$ cat config.mk
export PLATFORM = sky130hd
export DESIGN_NAME = syn_up_counter_mod
export DESIGN_NICKNAME = d
export VERILOG_FILES = /design/src/rtl/syn_up_counter_mod.sv
export SDC_FILE = /design/constraint.sdc
export NUM_CORES = 1
export LEC_CHECK = 0
export BUFFER_PORTS_ARGS = -buffer_cell sky130_fd_sc_hd__buf_2
export CORE_AREA = 2 2 39 41
export DETAILED_ROUTE_END_ITERATION = 10
export DIE_AREA = 0 0 41 43
export GPL_ROUTABILITY_DRIVEN = 0
export PLACE_DENSITY = 0.43
export SLEW_MARGIN = 20
export SYNTH_ARGS = -nofsm -noshare
export SYNTH_HDL_FRONTEND = slang
export SYNTH_SLANG_ARGS = --single-unit
$ cat constraint.sdc
create_clock -name clk -period 1.3 [get_ports clk]
set_input_delay 0.13 -clock clk [delete_from_list [all_inputs] [get_ports clk]]
set_output_delay 0.13 -clock clk [all_outputs]
set_load 0.02 [all_outputs]
$ cat src/rtl/syn_up_counter_mod.sv
`default_nettype none
// ============================================================================
// Module   : syn_up_counter_mod
// Brief    : Synchronous modulo-MODULUS up counter with enable, clamped
//            parallel load and combinational terminal count for cascading.
//            Define SYN_UP_COUNTER_OVF_EN to add the sticky ovf flag/ovf_clr.
// Revision : 1.0
// ============================================================================
module syn_up_counter_mod #(
  parameter int WIDTH   = 4,
  parameter int MODULUS = 16
) (
  input  logic             clk,
  input  logic             reset,
  input  logic             en,
  input  logic             load,
  input  logic [WIDTH-1:0] load_val,
  output logic [WIDTH-1:0] Q,
  output logic             tc
`ifdef SYN_UP_COUNTER_OVF_EN
  ,
  input  logic             ovf_clr,
  output logic             ovf
`endif
);

  generate
    if (WIDTH < 1 || WIDTH > 16 || MODULUS < 2 || MODULUS > (1 << WIDTH)) begin : g_bad_param
      $error("syn_up_counter_mod: illegal WIDTH/MODULUS combination");
    end
  endgenerate

  localparam logic [WIDTH-1:0] c_max = WIDTH'(MODULUS - 1);

  logic [WIDTH-1:0] r_q;
  logic [WIDTH-1:0] w_load_q;
  logic [WIDTH-1:0] w_inc_q;
  logic             w_at_max;

  assign w_at_max = (r_q == c_max);
  // Out-of-range load values saturate at the terminal count.
  assign w_load_q = (load_val > c_max) ? c_max : load_val;
  // Explicit wrap covers both non power-of-two moduli and natural rollover.
  assign w_inc_q  = w_at_max ? '0 : r_q + 1'b1;

  assign tc = en & ~load & w_at_max;
  assign Q  = r_q;

  always_ff @(posedge clk) begin
    if (reset) begin
      r_q <= '0;
    end else if (load) begin
      r_q <= w_load_q;
    end else if (en) begin
      r_q <= w_inc_q;
    end
  end

`ifdef SYN_UP_COUNTER_OVF_EN
  logic r_ovf;

  // Set beats clear so a wrap coinciding with ovf_clr is never lost.
  always_ff @(posedge clk) begin
    if (reset) begin
      r_ovf <= 1'b0;
    end else if (tc) begin
      r_ovf <= 1'b1;
    end else if (ovf_clr) begin
      r_ovf <= 1'b0;
    end
  end

  assign ovf = r_ovf;
`endif

endmodule
`default_nettype wire

==> results of run 1 <==
==> worst max-delay path: cells and delay by family (launching register included) <==
| kind | cells | cell delay (ps) |
|---|---|---|
| buffers and inverters | 1 | 140 |
| adders and majority gates | 1 | 150 |
| and+or+nand+nor | 2 | 190 |
| DFF | 1 | 370 |
==> worst min path at each step <==
stage,depth (start not counted),end,from
after global routing,2,Q[1],reset
after floorplan,1,Q[1],reset
after detailed placement,2,Q[1],reset
final,2,Q[1],reset
after CTS,2,Q[1],reset
after global placement,2,Q[2],reset
==> metrics by stage <==
stage / setup WS, ps / utilization [%] / instances
after floorplan: 73.2 / - / 28
after global placement: 92.5 / 22.8 / 56
after detailed placement: 108 / 22.8 / 56
after CTS: 36.7 / 24.8 / 59
after global routing: 15.5 / 26.2 / 59
final: 96.2 / 26.2 / 59
==> cells by family after synthesis <==
| group | synth area share (%) |
|---|---|
| AO/OA/AOI/OAI | 18.6 |
| XOR/XNOR | 7.45 |
| adder cells (fa/ha/maj) | 5.32 |
| buffers and inverters | 4.79 |
| flip-flops | 34.0 |
| multiplexers | 4.79 |
| AND/OR/NAND/NOR | 25.0 |
==> synthesized netlist by cell type (all sizes together) <==
cell type | instances | area [sq um]
dfxtp | 4 | 80.1
a21oi | 3 | 15.0
inv | 3 | 11.3
nand2 | 3 | 11.3
nand3 | 2 | 10.0
nor2 | 2 | 7.51
xor2 | 2 | 17.5
a211oi | 1 | 7.51
a221oi | 1 | 8.76
ha | 1 | 12.5
mux2 | 1 | 11.3
nand2b | 1 | 6.26
nand3b | 1 | 7.51
nor3b | 1 | 7.51
o22ai | 1 | 12.5
or3b | 1 | 8.76
==> layout make-up <==
| type | count | area [sq um] |
|---|---|---|
| clock buffers | 3 | 22.5 |
| fillers | 153 | 1020 |
| inverters | 3 | 11.3 |
| multi-input cells | 21 | 164 |
| flip-flops and latches | 4 | 82.6 |
| well taps | 16 | 20.0 |
| repair buffers | 12 | 62.6 |
==> what timing repair did <==
| item | CTS | global route |
|---|---|---|
| setup endpoints to repair | 1 | 1 |
| hold buffers | 0 | 0 |
| resized for setup | 3 | 4 |
| pin swaps | 0 | 1 |
==> per-layer routing <==
layer | up-vias | global-route usage, % | share of wire (%)
met5 | - | 0 | 0
met4 | 0 | 6.00 | 0
met3 | 0 | 1.57 | 7.1
met2 | 8 | 9.06 | 46
met1 | 96 | 9.97 | 47
li1 | 129 | - | -
==> power groups by stage <==
stage	Sequential, uW	Clock, uW	Combinational (uW)
3_5_place_dp	144	0	68.1
6_report	146	148	70.0
3_3_place_gp	143	0	68.6
5_1_grt	147	169	78.0
2_1_floorplan	153	0	28.1
4_1_cts	143	159	68.4
==> flow_summary_export.csv, run 1 <==
group,metric,value,unit
clock_network,clkSlewWorstSetupHoldPaths,40,ps
synthesis,syn_area,235,sq um
die,pin_count,13,
pwr,p_switching,93.7,uW
synthesis,netlist_instances,28,
timing,fin_tns_setup,0,ps
clock_network,clockBufferDepth,2,
global_route,grt_pass1_wl,848,um
layout,largest_reg_flops,4,
clock_network,clk_latency,230,ps
place,io_buffers,12,
run_status,status,"finished clean",
clock_network,root_buffer,"clkbuf_4",
worst_setup_path,worstPathCellList,"ha_4 -> nand3_2 -> nor2_2 -> buf_4",
die,die_h,43,um
timing,period_share,92.6,%
timing,rsz0062_at_grt,"false",
pwr,total_power,363,uW
drt,wire_per_inst,9.29,um
worst_setup_path,critPathLaunch,"Q[0]",
die,initial_core_util,17.0,%
drt,vias,233,
pwr,power_density,1000,nW/um^2
drt,route.antenna.remaining_nets,0,
layout,nets,54,
layout,final_area,363,sq um
drt,first_pass_iters,3,
drt,drt_iter0_drc,1,
synthesis,synth_seq_area_share,34.0,%
layout,diodes,0,
timing,worst_pin_slew,217,ps
drt,vias_per_cell,3.95,
min_path,hp-class,"in -> reg",
clock_network,cts_tree,"yes",
worst_setup_path,cp_data_arrival_time,1070,ps
timing,max_freq,831,MHz
clock_network,cts_max_level,1,
worst_setup_path,crit_path_end_kind,"output port",
worst_setup_path,crit_path_end,"tc",
pwr,p_int,269,uW
global_route,grt_use_total,7.23,%
timing,fin_worst_skew,0.853,ps
worst_setup_path,max_stage_delay,370,ps
global_route,grt_pass1_vias,204,
timing,maxSlewViolCount,0,
timing,whs,132,ps
timing,finalHoldViolations,0,
clock_network,cts_buffers,3,
layout,final_cell_mix,"buf_2, a21oi_1, inv_1, nand2_1, clkbuf_4",
layout,synthToLayoutAreaGrowth,54.3,%
worst_setup_path,r2r-end,"Q[3]",
drt,drcViolationCount,0,
pwr,combPwrFrac,19.3,%
pwr,clkPwrFrac,40.6,%
timing,setup_violations,0,
timing,fin_crit,1200,ps
pwr,leakage,0.000162,uW
drt,drt-total-wl,548,um
die,die_w,41,um
die,placeableCoreArea,1380,sq um
pwr,sw_frac_of_total,25.8,%
global_route,antenna_found_initial,0,
clock_network,cts_setup_buffers,0,
global_route,grt_overflow_total,0,
place,hpwl,432,um
layout,drive_above_1_share,51.2,%
worst_setup_path,reg2reg_slack,180,ps
layout,final_common_cell,"buf_2",
die,die_area,1760,sq um
synthesis,ys_ff_latch,4,
worst_setup_path,worstPathRequired,1170,ps
place,place_area,315,sq um
timing,max_slew_margin,85.6,%
clock_network,cts_sinks,4,
job,drv_cap,0,
pwr,power_frac_seq,40.1,%
synthesis,ys_warn_count,0,
synthesis,synth_area_per_cell,8.40,sq um
worst_setup_path,r2r-start,"Q[0]",
synthesis,syn-num-nets,37,
global_route,grt_max_degree,8,
worst_setup_path,slowest_stage,"dfxtp_2",
worst_setup_path,path_max_fanout,5,
die,rows,14,
synthesis,synth_cell_type_count,16,
worst_setup_path,worstRegToRegCells,4,
worst_setup_path,worstSetupPathType,"reg -> out",
worst_setup_path,start_kind,"register",
pwr,vdd_ir_drop_max,0.463,mV
Note: power is estimated with default switching activity, not from simulation.
==> inputs of run 2 (changes only) <==
--- a/config.mk
+++ b/config.mk
@@ -11,7 +11,6 @@
 export DIE_AREA = 0 0 41 43
 export GPL_ROUTABILITY_DRIVEN = 0
 export PLACE_DENSITY = 0.43
-export SLEW_MARGIN = 20
 export SYNTH_ARGS = -nofsm -noshare
 export SYNTH_HDL_FRONTEND = slang
 export SYNTH_SLANG_ARGS = --single-unit
==> constraint.sdc (replaced) <==
create_clock -name clk -period 1.22 [get_ports clk]
set_input_delay 0.122 -clock clk [delete_from_list [all_inputs] [get_ports clk]]
set_output_delay 0.122 -clock clk [all_outputs]
set_load 0.02 [all_outputs]
==> run 2 against run 1 <==
First-iteration DRC count shrank 100%. Via count is 15% higher. Global-route usage increased by 1.4 points. Routed wire length is 18% higher. Sequential power up 6%. Hold slack got worse by 7.1 ps. Die area stayed put. Non-clock buffer count up 5. Sequential share of layout area decreased by 2.9 points. Total power increased by 14%. Critical path type unchanged.
==> flow_summary_export.csv, run 2 (synthesized netlist as in run 1, its figures left out) <==
group,metric,value,unit
run_status,status,"finished clean",
place,place_area,332,sq um
die,rows,14,
global_route,grt_use_total,8.63,%
clock_network,cts_max_level,1,
timing,whs,124,ps
layout,synthToLayoutAreaGrowth,77.1,%
drt,drt-total-wl,648,um
drt,drcViolationCount,0,
layout,drive_above_1_share,56.3,%
die,pin_count,13,
timing,max_freq,846,MHz
die,die_w,41,um
die,initial_core_util,17.0,%
pwr,combPwrFrac,22.8,%
worst_setup_path,path_max_fanout,3,
timing,finalHoldViolations,0,
global_route,antenna_found_initial,0,
job,drv_cap,0,
timing,rsz0062_at_grt,"true",
layout,fin_cells,64,
die,die_area,1760,sq um
clock_network,clockBufferDepth,2,
timing,maxSlewViolCount,0,
layout,final_common_cell,"buf_2",
pwr,leakage,0.000188,uW
pwr,power_density,990,nW/um^2
worst_setup_path,worstRegToRegCells,4,
clock_network,clkSlewWorstSetupHoldPaths,40,ps
clock_network,cts_tree,"yes",
layout,final_area,417,sq um
worst_setup_path,worstPathRequired,1100,ps
clock_network,cts_sinks,4,
clock_network,root_buffer,"clkbuf_4",
pwr,vdd_ir_drop_max,0.290,mV
worst_setup_path,r2r-start,"Q[0]",
timing,fin_worst_skew,0.229,ps
drt,first_pass_iters,1,
pwr,sw_frac_of_total,27.3,%
timing,max_slew_margin,85.7,%
pwr,p_switching,112,uW
drt,vias_per_cell,4.17,
min_path,hold_depth,2,
place,io_buffers,12,
timing,worst_pin_slew,214,ps
global_route,grt_pass1_wl,938,um
place,dp.cells,58,
layout,nets,59,
global_route,grt_overflow_total,0,
drt,wire_per_inst,10.1,um
worst_setup_path,cp_data_arrival_time,1060,ps
worst_setup_path,critPathLaunch,"Q[0]",
pwr,p_int,300,uW
clock_network,postCtsHoldBufs,0,
timing,period_share,96.9,%
timing,setup_violations,0,
drt,route.antenna.remaining_nets,0,
pwr,clkPwrFrac,39.7,%
timing,fin_crit,1180,ps
pwr,power_frac_seq,37.5,%
die,die_h,43,um
layout,largest_reg_flops,4,
clock_network,clk_latency,230,ps
clock_network,cts_buffers,3,
min_path,hp-class,"in -> reg",
drt,drt_iter0_drc,0,
worst_setup_path,worstSetupPathType,"reg -> out",
worst_setup_path,crit_path_end_kind,"output port",
min_path,min-delay-start,"reset",
layout,final_cell_mix,"buf_2, buf_4",
die,placeableCoreArea,1380,sq um
drt,vias,267,
worst_setup_path,start_kind,"register",
layout,diodes,0,
global_route,grt_pass1_vias,229,
global_route,grt_max_degree,8,
timing,fin_tns_setup,0,ps
==> run 2: cell types whose count changed in the layout (fill, tap and decap cells not counted), sizes merged <==
cell | previous run | this run
buf | 12 | 17
==> run 2: what timing repair did <==
| item | CTS | global route |
|---|---|---|
| pin swaps | 2 | 2 |
| setup buffers | 0 | 3 |
| setup endpoints to repair | 1 | 1 |
| resized for setup | 4 | 5 |
==> run 2: power by group through the flow <==
| stage | Combinational [uW] | Clock [uW] | Sequential, uW |
|---|---|---|---|
| after floorplan | 30.0 | 0 | 164 |
| after global placement | 82.3 | 0 | 152 |
| after detailed placement | 81.9 | 0 | 151 |
| after CTS | 83.2 | 173 | 151 |
| after global routing | 103 | 182 | 155 |
| final | 94.0 | 164 | 155 |
==> run 2: final timing paths <==
| path | slack, ps | end |
|---|---|---|
| hold reg to reg | 670 | Q[3] |
| hold / removal | 120 | Q[1] |
| setup / recovery | 40 | tc |
| setup reg to reg | 110 | Q[3] |
==> run 2: cell type report <==
cell class	instances	area, sq um
Clock buffer	3	22.5
Fill cell	159	967
Inverter	3	11.3
Multi-Input combinational cell	21	176
Sequential cell	4	82.6
Tap cell	16	20.0
Timing Repair Buffer	17	104
==> run 2: metrics by stage <==
step	util (%)	power (uW)	worst slack, ps
global placement	24.0	234	81.5
detailed placement	24.0	233	68.6
floorplan	-	194	13.4
global route	30.1	440	-16.0
CTS	26.4	407	8.28
finish	30.1	413	38.0
==> run 2: worst max-delay path, cell delays in order, from the launching register on <==
cell,delay [ps]
dfxtp_2,350
ha_4,160
nand3_4,90
nor2_4,120
buf_6,120
==> run 2: layer usage <==
metal	vias to the layer above	wire [um]	GRT usage (%)
met5	-	0	0
met4	0	4	8.00
met3	2	54	5.24
met2	8	302	10.3
met1	117	287	9.97
li1	140	-	-
